$ cat src/rtl/vga_pixel_out_pkg.sv
// Shared definitions for the VGA pixel output stage.
//   - mode_e     : source select encodings (frame buffer / bars / checker / solid)
//   - COL_*      : the eight colour-bar colours, RGB444 {R,G,B}
//   - ctl_t      : sync/pixel control bundle carried through the delay line
//   - bar_colour : bar index -> colour lookup
package vga_pixel_out_pkg;

  typedef enum logic [1:0] {
    MODE_FB    = 2'b00,
    MODE_BARS  = 2'b01,
    MODE_CHECK = 2'b10,
    MODE_SOLID = 2'b11
  } mode_e;

  localparam int BAR_WIDTH    = 80;
  localparam int H_ACTIVE_PIX = 640;
  localparam int V_ACTIVE_PIX = 480;

  localparam logic [11:0] COL_WHITE   = 12'hFFF;
  localparam logic [11:0] COL_YELLOW  = 12'hFF0;
  localparam logic [11:0] COL_CYAN    = 12'h0FF;
  localparam logic [11:0] COL_GREEN   = 12'h0F0;
  localparam logic [11:0] COL_MAGENTA = 12'hF0F;
  localparam logic [11:0] COL_RED     = 12'hF00;
  localparam logic [11:0] COL_BLUE    = 12'h00F;
  localparam logic [11:0] COL_BLACK   = 12'h000;

  // Everything that must arrive at the output register in step with the pixel data.
  typedef struct packed {
    logic  hs;    // active-low hsync
    logic  vs;    // active-low vsync
    logic  pix;   // active video
    logic  fs;    // first pixel of frame
    mode_e mode;  // source selected for this pixel
  } ctl_t;

  localparam ctl_t CTL_IDLE = '{hs: 1'b1, vs: 1'b1, pix: 1'b0, fs: 1'b0, mode: MODE_FB};

  function automatic logic [11:0] bar_colour(input logic [2:0] idx);
    case (idx)
      3'd0:    return COL_WHITE;
      3'd1:    return COL_YELLOW;
      3'd2:    return COL_CYAN;
      3'd3:    return COL_GREEN;
      3'd4:    return COL_MAGENTA;
      3'd5:    return COL_RED;
      3'd6:    return COL_BLUE;
      default: return COL_BLACK;
    endcase
  endfunction

endpackage

$ cat src/rtl/vga_pixel_out_if.sv
// Frame-buffer read port.
//   rd_en   : read strobe              (master -> slave)
//   rd_addr : linear pixel address     (master -> slave)
//   rd_data : RGB444 pixel, valid RAM_LAT cycles after rd_en (slave -> master)
interface vga_pixel_out_if
  import vga_pixel_out_pkg::*;
#(
  parameter int ADDR_W = $clog2(H_ACTIVE_PIX * V_ACTIVE_PIX),
  parameter int DATA_W = 12
);
  logic              rd_en;
  logic [ADDR_W-1:0] rd_addr;
  logic [DATA_W-1:0] rd_data;

  modport master (output rd_en, output rd_addr, input  rd_data);
  modport slave  (input  rd_en, input  rd_addr, output rd_data);
endinterface

$ cat src/rtl/vga_pixel_out_delay.sv
// vga_delay_line: fixed-depth shift register with asynchronous reset to RST_VAL.
//   clk, rst : clock, async active-high reset
//   i_d      : WIDTH-bit input, sampled every cycle
//   o_q      : i_d delayed by DEPTH cycles (DEPTH >= 1)
module vga_delay_line #(
  parameter int               WIDTH   = 1,
  parameter int               DEPTH   = 1,
  parameter logic [WIDTH-1:0] RST_VAL = '0
) (
  input  logic             clk,
  input  logic             rst,
  input  logic [WIDTH-1:0] i_d,
  output logic [WIDTH-1:0] o_q
);

  logic [WIDTH-1:0] r_stage [DEPTH];

  // NOTE: sequential state uses <= so every stage samples the pre-edge value of its
  // neighbour; blocking assignments here would collapse the chain into one stage.
  always_ff @(posedge clk or posedge rst) begin
    if (rst) begin
      // NOTE: this array is a small flop chain, not a RAM, so clearing every entry on
      // reset is cheap and is what makes mid-frame reset blank the pipeline.
      for (int i = 0; i < DEPTH; i++) r_stage[i] <= RST_VAL;
    end else begin
      r_stage[0] <= i_d;
      for (int i = 1; i < DEPTH; i++) r_stage[i] <= r_stage[i-1];
    end
  end

  assign o_q = r_stage[DEPTH-1];

endmodule

$ cat src/rtl/vga_pixel_out.sv
// vga_pixel_out: final VGA stage behind the 640x480 timing generator.
// Fetches pixels from a synchronous frame buffer or generates a test pattern,
// delay-matches syncs to the data and drives registered RGB444 + sync pins.
// Every output lags its input cycle by RAM_LAT+1 cycles in all modes.
//   clk, rst          : pixel clock, async active-high reset
//   i_h_sync/i_v_sync : active-low syncs from timing generator
//   i_pixel           : active-video flag
//   i_p_count         : linear active-pixel index
//   i_mode            : requested source, latched at the start of vsync
//   i_solid_rgb       : colour for solid mode
//   fb                : frame-buffer read port (master)
//   o_vga_r/g/b       : registered colour, o_vga_hs/vs registered syncs
//   o_frame_start     : one-cycle pulse on first output pixel of a frame
//   o_frame_cnt       : frames output since reset (wraps)
module vga_pixel_out
  import vga_pixel_out_pkg::*;
#(
  parameter int RAM_LAT = 2,
  parameter int ADDR_W  = $clog2(H_ACTIVE_PIX * V_ACTIVE_PIX),
  parameter int DATA_W  = 12
) (
  input  logic                  clk,
  input  logic                  rst,
  input  logic                  i_h_sync,
  input  logic                  i_v_sync,
  input  logic                  i_pixel,
  input  logic [ADDR_W-1:0]     i_p_count,
  input  logic [1:0]            i_mode,
  input  logic [DATA_W-1:0]     i_solid_rgb,
  vga_pixel_out_if.master       fb,
  output logic [3:0]            o_vga_r,
  output logic [3:0]            o_vga_g,
  output logic [3:0]            o_vga_b,
  output logic                  o_vga_hs,
  output logic                  o_vga_vs,
  output logic                  o_frame_start,
  output logic [15:0]           o_frame_cnt
);

  localparam int X_W       = $clog2(H_ACTIVE_PIX + 1);
  localparam int Y_W       = $clog2(V_ACTIVE_PIX);
  localparam int BAR_W     = $clog2(BAR_WIDTH);
  localparam int CHECK_BIT = 5;  // 32x32 squares

  mode_e             r_mode;
  logic              r_vs_q;
  logic              r_pix_q;
  logic [X_W-1:0]    r_x;
  logic [Y_W-1:0]    r_y;
  logic [BAR_W-1:0]  r_bar_sub;
  logic [2:0]        r_bar_idx;

  logic              w_vs_fall;
  logic              w_line_end;
  logic [DATA_W-1:0] w_pat_rgb;
  logic [DATA_W-1:0] w_pat_dly;
  ctl_t              w_ctl_in;
  ctl_t              w_ctl_dly;

  logic [DATA_W-1:0] r_rgb;
  logic              r_hs;
  logic              r_vs;
  logic              r_frame_start;
  logic [15:0]       r_frame_cnt;

  assign w_vs_fall  = r_vs_q & ~i_v_sync;
  assign w_line_end = r_pix_q & ~i_pixel;

  // Read request goes out in the input cycle; data returns RAM_LAT cycles later.
  assign fb.rd_en   = i_pixel && (r_mode == MODE_FB);
  assign fb.rd_addr = i_p_count;

  // Mode latch, edge history and pattern coordinate counters.
  always_ff @(posedge clk or posedge rst) begin
    if (rst) begin
      r_mode    <= MODE_FB;
      r_vs_q    <= 1'b1;
      r_pix_q   <= 1'b0;
      r_x       <= '0;
      r_y       <= '0;
      r_bar_sub <= '0;
      r_bar_idx <= '0;
    end else begin
      r_vs_q  <= i_v_sync;
      r_pix_q <= i_pixel;

      // Only at vsync start, so a frame never changes source part-way through.
      if (w_vs_fall) r_mode <= mode_e'(i_mode);

      if (i_pixel)      r_x <= r_x + X_W'(1);
      else if (r_pix_q) r_x <= '0;

      if (w_vs_fall)       r_y <= '0;
      else if (w_line_end) r_y <= r_y + Y_W'(1);

      // Bar position tracked with a sub-counter instead of dividing x by 80.
      // The index saturates at the last bar and only returns to 0 in blanking.
      if (!i_pixel) begin
        r_bar_sub <= '0;
        r_bar_idx <= '0;
      end else if (r_bar_sub == BAR_W'(BAR_WIDTH - 1)) begin
        r_bar_sub <= '0;
        if (r_bar_idx != 3'd7) r_bar_idx <= r_bar_idx + 3'd1;
      end else begin
        r_bar_sub <= r_bar_sub + BAR_W'(1);
      end
    end
  end

  // NOTE: assign a default before the case so no path leaves w_pat_rgb unassigned,
  // which would otherwise infer a latch.
  always_comb begin
    w_pat_rgb = '0;
    case (r_mode)
      MODE_BARS:  w_pat_rgb = bar_colour(r_bar_idx);
      MODE_CHECK: w_pat_rgb = (r_x[CHECK_BIT] ^ r_y[CHECK_BIT]) ? COL_WHITE : COL_BLACK;
      MODE_SOLID: w_pat_rgb = i_solid_rgb;
      default:    w_pat_rgb = '0;
    endcase
  end

  assign w_ctl_in = '{hs:   i_h_sync,
                      vs:   i_v_sync,
                      pix:  i_pixel,
                      fs:   i_pixel && (i_p_count == '0),
                      mode: r_mode};

  // Both delay lines match the frame-buffer read latency; the output register adds one more.
  vga_delay_line #(.WIDTH($bits(ctl_t)), .DEPTH(RAM_LAT), .RST_VAL(CTL_IDLE)) u_ctl_dly (
    .clk (clk),
    .rst (rst),
    .i_d (w_ctl_in),
    .o_q (w_ctl_dly)
  );

  vga_delay_line #(.WIDTH(DATA_W), .DEPTH(RAM_LAT)) u_pat_dly (
    .clk (clk),
    .rst (rst),
    .i_d (w_pat_rgb),
    .o_q (w_pat_dly)
  );

  // Output register; blanking forces black whatever the frame buffer returns.
  always_ff @(posedge clk or posedge rst) begin
    if (rst) begin
      r_rgb         <= '0;
      r_hs          <= 1'b1;
      r_vs          <= 1'b1;
      r_frame_start <= 1'b0;
      r_frame_cnt   <= '0;
    end else begin
      r_hs          <= w_ctl_dly.hs;
      r_vs          <= w_ctl_dly.vs;
      r_frame_start <= w_ctl_dly.fs;
      if (w_ctl_dly.fs) r_frame_cnt <= r_frame_cnt + 16'd1;

      if (!w_ctl_dly.pix)                r_rgb <= '0;
      else if (w_ctl_dly.mode == MODE_FB) r_rgb <= fb.rd_data;
      else                               r_rgb <= w_pat_dly;
    end
  end

  assign o_vga_r       = r_rgb[11:8];
  assign o_vga_g       = r_rgb[7:4];
  assign o_vga_b       = r_rgb[3:0];
  assign o_vga_hs      = r_hs;
  assign o_vga_vs      = r_vs;
  assign o_frame_start = r_frame_start;
  assign o_frame_cnt   = r_frame_cnt;

endmodule

$ cat src/flat_wrapper.sv
// flat-port wrapper written by rule: the top's interface ports become plain ports
module vga_pixel_out_flat import vga_pixel_out_pkg::*;
#(
  parameter int RAM_LAT = 2,
  parameter int ADDR_W  = $clog2(H_ACTIVE_PIX * V_ACTIVE_PIX),
  parameter int DATA_W  = 12
)
  (clk, rst, i_h_sync, i_v_sync, i_pixel, i_p_count, i_mode, i_solid_rgb, o_vga_r, o_vga_g, o_vga_b, o_vga_hs, o_vga_vs, o_frame_start, o_frame_cnt, fb_rd_en, fb_rd_addr, fb_rd_data);
  vga_pixel_out_if #(.ADDR_W(ADDR_W), .DATA_W(DATA_W)) fb_i ();
  input  logic clk;
  input  logic rst;
  input  logic i_h_sync;
  input  logic i_v_sync;
  input  logic i_pixel;
  input  logic [ADDR_W-1:0] i_p_count;
  input  logic [1:0] i_mode;
  input  logic [DATA_W-1:0] i_solid_rgb;
  output logic [3:0] o_vga_r;
  output logic [3:0] o_vga_g;
  output logic [3:0] o_vga_b;
  output logic o_vga_hs;
  output logic o_vga_vs;
  output logic o_frame_start;
  output logic [15:0] o_frame_cnt;
  output wire logic [$bits(fb_i.rd_en)-1:0] fb_rd_en;
  output wire logic [$bits(fb_i.rd_addr)-1:0] fb_rd_addr;
  input wire logic [$bits(fb_i.rd_data)-1:0] fb_rd_data;
  assign fb_rd_en = fb_i.rd_en;
  assign fb_rd_addr = fb_i.rd_addr;
  assign fb_i.rd_data = fb_rd_data;
  vga_pixel_out #(.RAM_LAT(RAM_LAT), .ADDR_W(ADDR_W), .DATA_W(DATA_W)) u_core (.clk(clk), .rst(rst), .i_h_sync(i_h_sync), .i_v_sync(i_v_sync), .i_pixel(i_pixel), .i_p_count(i_p_count), .i_mode(i_mode), .i_solid_rgb(i_solid_rgb), .fb(fb_i), .o_vga_r(o_vga_r), .o_vga_g(o_vga_g), .o_vga_b(o_vga_b), .o_vga_hs(o_vga_hs), .o_vga_vs(o_vga_vs), .o_frame_start(o_frame_start), .o_frame_cnt(o_frame_cnt));
endmodule
$ cat config.mk
export PLATFORM = sky130hd
export DESIGN_NAME = vga_pixel_out_flat
export DESIGN_NICKNAME = d
export VERILOG_FILES = /design/src/rtl/vga_pixel_out_pkg.sv /design/src/rtl/vga_pixel_out_if.sv /design/src/rtl/vga_pixel_out_delay.sv /design/src/rtl/vga_pixel_out.sv /design/src/flat_wrapper.sv
export SDC_FILE = /design/constraint.sdc
export NUM_CORES = 1
export LEC_CHECK = 0
export BUFFER_PORTS_ARGS = -buffer_cell sky130_fd_sc_hd__buf_2
export CAP_MARGIN = 5
export CORE_MARGIN = 5
export CORE_UTILIZATION = 56
export DETAILED_ROUTE_END_ITERATION = 10
export GPL_ROUTABILITY_DRIVEN = 1
export PLACE_DENSITY = 0.89
export RECOVER_POWER = 50
export SLEW_MARGIN = 25
export SYNTH_ARGS = -nofsm -noshare
export SYNTH_HDL_FRONTEND = slang
export SYNTH_SLANG_ARGS = --single-unit
$ cat constraint.sdc
create_clock -name clk -period 6 [get_ports clk]
set_input_delay 0.6 -clock clk [delete_from_list [all_inputs] [get_ports clk]]
set_output_delay 0.6 -clock clk [all_outputs]
set_load 0.1 [all_outputs]
==> results of run 1 <==
## state kept, by name (all words and copies together), names as in the netlist
name and count:
u_core.o_frame_cnt 16, u_core.o_frame_start 1, u_core.o_vga_hs 1, u_core.o_vga_vs 1, u_core.r_bar_idx 3, u_core.r_bar_sub 7, u_core.r_mode 2, u_core.r_rgb 12
u_core.r_x 6, u_core.r_y 6, u_core.u_ctl_dly.o_q 6, u_core.u_ctl_dly.r_stage 6, u_core.u_pat_dly.o_q 12, u_core.u_pat_dly.r_stage 12
## cells by family after synthesis
| logic type | share of synthesized area |
|---|---|
| buf+inv | 0.0504 |
| xor+xnor | 0.0611 |
| compound gates | 0.0763 |
| fa+ha+maj | 0.0336 |
| flops | 0.613 |
| simple gates | 0.148 |
| mux | 0.0175 |
## routing by layer
layer,vias to the layer above,global-route usage,routed length (µm),part of all wire
met4,0,0.0754,82,0.013
li1,1187,-,-,-
met2,59,0.298,3400,0.52
met5,-,0,0,0
met3,8,0.0331,341,0.052
met1,1153,0.180,2730,0.42
## placed cells by master (no fill, tap or decap), types with 5 or more instances in the layout
cell type and count:
o21ai_0 9, nand3_1 10, nor2_1 17, ha_1 10, nor4_1 5, nor2b_1 6, clkbuf_8 9, a21boi_0 13
buf_2 99, dfrtp_1 85, nand2_1 39, xnor2_1 12, xor2_1 14, a21o_1 12, nand4_1 8
## power by group through the flow
| stage | sequential (mW) | combinational, mW | clock [mW] |
|---|---|---|---|
| after CTS | 0.699 | 0.263 | 0.370 |
| after detailed placement | 0.711 | 0.262 | 0 |
| final | 0.698 | 0.260 | 0.361 |
| after global routing | 0.705 | 0.278 | 0.399 |
| after floorplan | 0.789 | 0.134 | 0 |
| after global placement | 0.708 | 0.257 | 0 |
## layout make-up
class | count | area (µm²)
clock buffer | 10 | 128
clock inverter | 6 | 41.3
fill | 476 | 2100
inverter | 5 | 20.0
multi-input combinational | 187 | 1240
sequential | 91 | 2280
tap | 77 | 96.3
timing repair buffer | 101 | 510
## worst reg2reg max path: cells and delay by family (launching register included)
kind	cells	cell delay, ns
AOI/OAI and AO/OA	3	0.83
adders and majority gates	2	0.42
DFF	1	0.43
## how the worst min path moves through the flow
stage | cells after the start | from | to
global route | 1 | i_h_sync | u_core.u_ctl_dly.r_stage[11]
CTS | 1 | i_h_sync | u_core.u_ctl_dly.r_stage[11]
floorplan | 0 | u_core.u_ctl_dly.r_stage[6] | u_core.u_ctl_dly.o_q[0]
detailed placement | 0 | u_core.u_ctl_dly.r_stage[8] | u_core.u_ctl_dly.o_q[2]
finish | 0 | u_core.u_ctl_dly.o_q[4] | u_core.o_vga_vs
global placement | 0 | u_core.u_ctl_dly.r_stage[8] | u_core.u_ctl_dly.o_q[2]
==> impl_metrics.env, run 1 <==
export IMPL_status="finished clean"
export IMPL_route_vias_total=2407
export IMPL_hold_buffers=0
export IMPL_drt_iter0_drc=93
export IMPL_netlist_instances=309
export IMPL_powerDensity_nw_per_um2=306
export IMPL_timing_hold_ws_ns=0.341
export IMPL_critPathMaxFanout=21
export IMPL_dieArea_um2=8380
export IMPL_yosysTopAreaCellShare=0.571
export IMPL_synth_most_common_cell="dfrtp_1"
export IMPL_synth_common_cells="dfrtp_1 (85), nand2_1 (39), buf_4 (19)"
export IMPL_finalHoldViolCount=0
export IMPL_grt_usage=0.163
export IMPL_drive_above_1_share=0.318
export IMPL_syn_cell_area_um2=3720
export IMPL_grt_pass1_vias=2477
export IMPL_start_util=0.580
export IMPL_nets=455
export IMPL_grt_pass1_wl_um=11000
export IMPL_async_flop_share=1.00
export IMPL_clock_sinks=91
export IMPL_core_area_um2=6420
export IMPL_chipHeight_um=91.6
export IMPL_ys_warn_count=0
export IMPL_numCtsBuffers=9
export IMPL_rsz0062_at_grt="no"
export IMPL_final_area_um2=4320
export IMPL_avgSynthCellArea_um2=12.1
export IMPL_place_congestion=0.802
export IMPL_post_route_min_period_ns=2.43
export IMPL_wl_um=6550
export IMPL_dp_hpwl_um=4740
export IMPL_post_synth_top_area_cell="dfrtp_1"
export IMPL_sequentialPowerShare=0.529
export IMPL_hp_class="reg -> reg"
export IMPL_synth_nets=369
export IMPL_boundaryPins=101
export IMPL_final_antenna_net_count=0
export IMPL_p_comb_frac=0.197
export IMPL_crit_path_top_delay_cell="clkbuf_1"
export IMPL_first_pass_iters=4
export IMPL_slew_viol_final=0
export IMPL_cts_resized=0
export IMPL_drc=0
export IMPL_max_freq_ghz=0.411
export IMPL_p_int_mw=0.880
export IMPL_worst_slew_pin_slew_ns=0.770
export IMPL_drt_vias_per_instance=5.05
export IMPL_r2r_start="u_core.r_bar_idx[1]"
export IMPL_worst_clock_skew_ns=0.0143
export IMPL_post_route_period_util=0.406
export IMPL_post_cts_setup_buffers=0
export IMPL_clock_path_buffers=2
export IMPL_leakage_nw=2.25
export IMPL_vdd_drop_max_v=0.000169
export IMPL_worstSetupStartpoint="i_pixel"
export IMPL_dp_cells=461
export IMPL_cp_data_required_time_ns=5.40
export IMPL_r2r_slack_ns=4.20
export IMPL_crit_buf_inv=2
export IMPL_ys_seq_area_frac=0.613
export IMPL_swShare=0.333
export IMPL_area_growth_pct=15.9
export IMPL_std_cell_rows=29
export IMPL_arrival_ns=1.83
export IMPL_reg2reg_depth=5
export IMPL_place_ws_ns=3.87
export IMPL_synthTopCellsByArea="dfrtp_1 (57%), dfstp_2 (4.2%), nand2_1 (3.9%)"
export IMPL_path_cells="clkbuf_1 > nor3b_1 > buf_2"
export IMPL_overflow=0
export IMPL_power_total_mw=1.32
export IMPL_setup_viol=0
export IMPL_synth_seq_cells=91
export IMPL_maxCapViolCount=0
export IMPL_switching_power_mw=0.439
export IMPL_worst_path_largest_cell_delay_ns=0.54
export IMPL_grt_max_degree=92
export IMPL_dieWidth_um=91.6
export IMPL_htree_num_levels=3
export IMPL_synth_ff_type="dfrtp_1"
export IMPL_antenna_found_initial=0
export IMPL_placed_cell_area_um2=4170
export IMPL_cp_endpoint="fb_rd_en"
export IMPL_root_buffer="clkbuf_8"
export IMPL_worstSetupEndpointType="output port"
export IMPL_start_kind="primary input"
export IMPL_cts_tree="yes"
export IMPL_final_cells=477
export IMPL_n_antenna_cell=0
export IMPL_final_util=0.672
export IMPL_clkPwrFrac=0.274
export IMPL_port_buffers=100
export IMPL_fin_ws_ns=3.57
export IMPL_critPathKind="in -> out"
export IMPL_critical_path_top_delay_family="buffers and inverters"
export IMPL_relSlewSlack=0.486
export IMPL_timing_rr_end="u_core.u_pat_dly.r_stage[21]"
export IMPL_tns_ns=0
export IMPL_wire_per_inst_um=13.7
export IMPL_synth_edf_count=0
export IMPL_clk_latency_ns=0.35
export IMPL_synth_cell_types=35
export IMPL_cp_depth=3
export IMPL_cts_clk_slew_worst_paths_ns=0.09
No activity file was read; power rests on OpenSTA's default activity.
==> run 2: changes to the inputs <==
--- a/config.mk
+++ b/config.mk
@@ -8,10 +8,10 @@
 export BUFFER_PORTS_ARGS = -buffer_cell sky130_fd_sc_hd__buf_2
 export CAP_MARGIN = 5
 export CORE_MARGIN = 5
-export CORE_UTILIZATION = 56
+export CORE_UTILIZATION = 52
 export DETAILED_ROUTE_END_ITERATION = 10
 export GPL_ROUTABILITY_DRIVEN = 1
-export PLACE_DENSITY = 0.89
+export PLACE_DENSITY = 0.84
 export RECOVER_POWER = 50
 export SLEW_MARGIN = 25
 export SYNTH_ARGS = -nofsm -noshare
==> constraint.sdc (replaced) <==
create_clock -name clk -period 2.4 [get_ports clk]
set_input_delay 0.24 -clock clk [delete_from_list [all_inputs] [get_ports clk]]
set_output_delay 0.24 -clock clk [all_outputs]
set_load 0.1 [all_outputs]
==> run 2 against run 1 <==
Net effect:
- first-iteration DRC count is 2.2% lower
- power grew to 2.6 times the previous value
- core utilization decreased by 3.2 points
- highest routed layer unchanged
==> impl_metrics.env, run 2 (synthesized netlist as in run 1, its figures left out) <==
export IMPL_r2r_start="u_core.r_bar_idx[1]"
export IMPL_setup_viol=0
export IMPL_relSlewSlack=0.217
export IMPL_max_freq_ghz=0.525
export IMPL_r2r_slack_ns=0.50
export IMPL_post_cts_setup_buffers=0
export IMPL_hold_depth=2
export IMPL_route_vias_total=2463
export IMPL_clock_sinks=91
export IMPL_final_common_cell="dfrtp_1"
export IMPL_dieArea_um2=8960
export IMPL_start_util=0.542
export IMPL_vdd_drop_max_v=0.000402
export IMPL_numCtsBuffers=9
export IMPL_drt_vias_per_instance=4.91
export IMPL_largest_reg_flops=16
export IMPL_htree_num_levels=3
export IMPL_wire_per_inst_um=13.3
export IMPL_rsz0062_at_grt="no"
export IMPL_fillers=531
export IMPL_crit_buf_inv=0
export IMPL_grt_max_degree=46
export IMPL_worst_path_largest_cell_delay_ns=0.44
export IMPL_maxCapViolCount=0
export IMPL_worst_clock_skew_ns=0.00707
export IMPL_cp_depth=5
export IMPL_drc=0
export IMPL_final_cells=502
export IMPL_cp_data_required_time_ns=2.63
export IMPL_placed_cell_area_um2=4220
export IMPL_nets=461
export IMPL_mostFrequentLayoutCells="dfrtp_1 (85), buf_2 (78), nand2_1 (39), clkbuf_1 (25), nor2_1 (17)"
export IMPL_timing_hold_ws_ns=0.104
export IMPL_dp_hpwl_um=4990
export IMPL_status="finished clean"
export IMPL_post_route_min_period_ns=1.90
export IMPL_critical_path_top_delay_family="compound AO/OA/AOI/OAI gates"
export IMPL_final_util=0.640
export IMPL_drive_above_1_share=0.273
export IMPL_crit_path_top_delay_cell="o41ai_1"
export IMPL_chipHeight_um=94.6
export IMPL_worst_slew_pin_slew_ns=1.18
export IMPL_port_buffers=100
export IMPL_slew_viol_final=0
export IMPL_timing_rr_end="u_core.u_pat_dly.r_stage[16]"
export IMPL_root_buffer="clkbuf_8"
export IMPL_critPathKind="reg -> reg"
export IMPL_grt_pass1_vias=2555
export IMPL_hp_class="in -> reg"
export IMPL_dp_cells=482
export IMPL_cp_endpoint="u_core.u_pat_dly.r_stage[16]"
export IMPL_area_growth_pct=18.1
export IMPL_worstSetupEndpointType="flop"
export IMPL_cts_resized=0
export IMPL_std_cell_rows=30
export IMPL_overflow=0
export IMPL_worstSetupStartpoint="u_core.r_bar_idx[1]"
export IMPL_final_area_um2=4400
export IMPL_clk_latency_ns=0.34
export IMPL_powerDensity_nw_per_um2=770
export IMPL_leakage_nw=2.24
export IMPL_n_antenna_cell=0
export IMPL_final_antenna_net_count=0
export IMPL_clock_path_buffers=2
export IMPL_arrival_ns=2.14
export IMPL_post_route_period_util=0.794
export IMPL_cts_tree="yes"
export IMPL_wl_um=6660
export IMPL_tns_ns=0
export IMPL_path_cells="ha_1 > ha_1 > o41ai_1 > o21ai_0 > a21o_1"
export IMPL_grt_pass1_wl_um=11100
export IMPL_cp_common_cell="ha_1"
export IMPL_core_area_um2=6870
export IMPL_drt_iter0_drc=91
export IMPL_cts_clk_slew_worst_paths_ns=0.09
export IMPL_first_pass_iters=4
export IMPL_place_congestion=0.768
export IMPL_boundaryPins=101
export IMPL_finalHoldViolCount=0
export IMPL_dieWidth_um=94.6
export IMPL_reg2reg_depth=5
export IMPL_antenna_found_initial=0
export IMPL_critPathMaxFanout=5
export IMPL_grt_usage=0.159
export IMPL_start_kind="flop"
[run 2: worst min-delay path by stage]
| stage | start | slack [ns] | endpoint |
|---|---|---|---|
| 2_1_floorplan | i_v_sync | 0.24 | u_core.u_ctl_dly.r_stage[10] |
| 3_3_place_gp | u_core.u_ctl_dly.r_stage[7] | 0.33 | u_core.u_ctl_dly.o_q[1] |
| 3_5_place_dp | u_core.u_ctl_dly.r_stage[8] | 0.33 | u_core.u_ctl_dly.o_q[2] |
| 4_1_cts | i_solid_rgb[6] | 0.08 | u_core.u_pat_dly.r_stage[18] |
| 5_1_grt | i_solid_rgb[1] | 0.07 | u_core.u_pat_dly.r_stage[13] |
| 6_report | i_solid_rgb[1] | 0.10 | u_core.u_pat_dly.r_stage[13] |
[run 2: worst reg2reg max path, stage by stage, from the launching register on]
cell and delay [ns]:
dfrtp_1 0.43, ha_1 0.22, ha_1 0.19, o41ai_1 0.44
o21ai_0 0.28, a21o_1 0.23
[run 2: cell type report]
cell class                      instances  area, µm²  share of cell area
Multi-Input combinational cell        187       1240               0.283
Timing Repair Buffer                  107        543               0.123
Clock inverter                          4       52.6              0.0119
Sequential cell                        91       2280               0.519
Tap cell                               96        120              0.0273
Inverter                                5       20.0             0.00455
Clock buffer                           12        135              0.0307
[run 2: power breakdown]
group / internal [mW] / switching (mW) / total [mW]
Clock: 0.485 / 0.496 / 0.981
Combinational: 0.144 / 0.514 / 0.659
Sequential: 1.68 / 0.0621 / 1.74
[run 2: through the flow]
stage	total power [mW]	setup WS, ns
global placement	2.42	0.649
finish	3.38	0.495
detailed placement	2.44	0.534
CTS	3.44	0.518
floorplan	2.31	0.204
global route	3.57	0.272
[run 2: routing by layer]
layer,vias to the layer above,track usage,part of all wire
li1,1199,-,-
met1,1165,0.200,0.43
met2,89,0.264,0.49
met3,10,0.0446,0.070
met4,0,0.0517,0.013
met5,-,0,0
[run 2: timing repair]
item	in CTS	in global routing
hold endpoints to repair	2	19
endpoints found under the setup margin	0	0
hold buffers	2	1
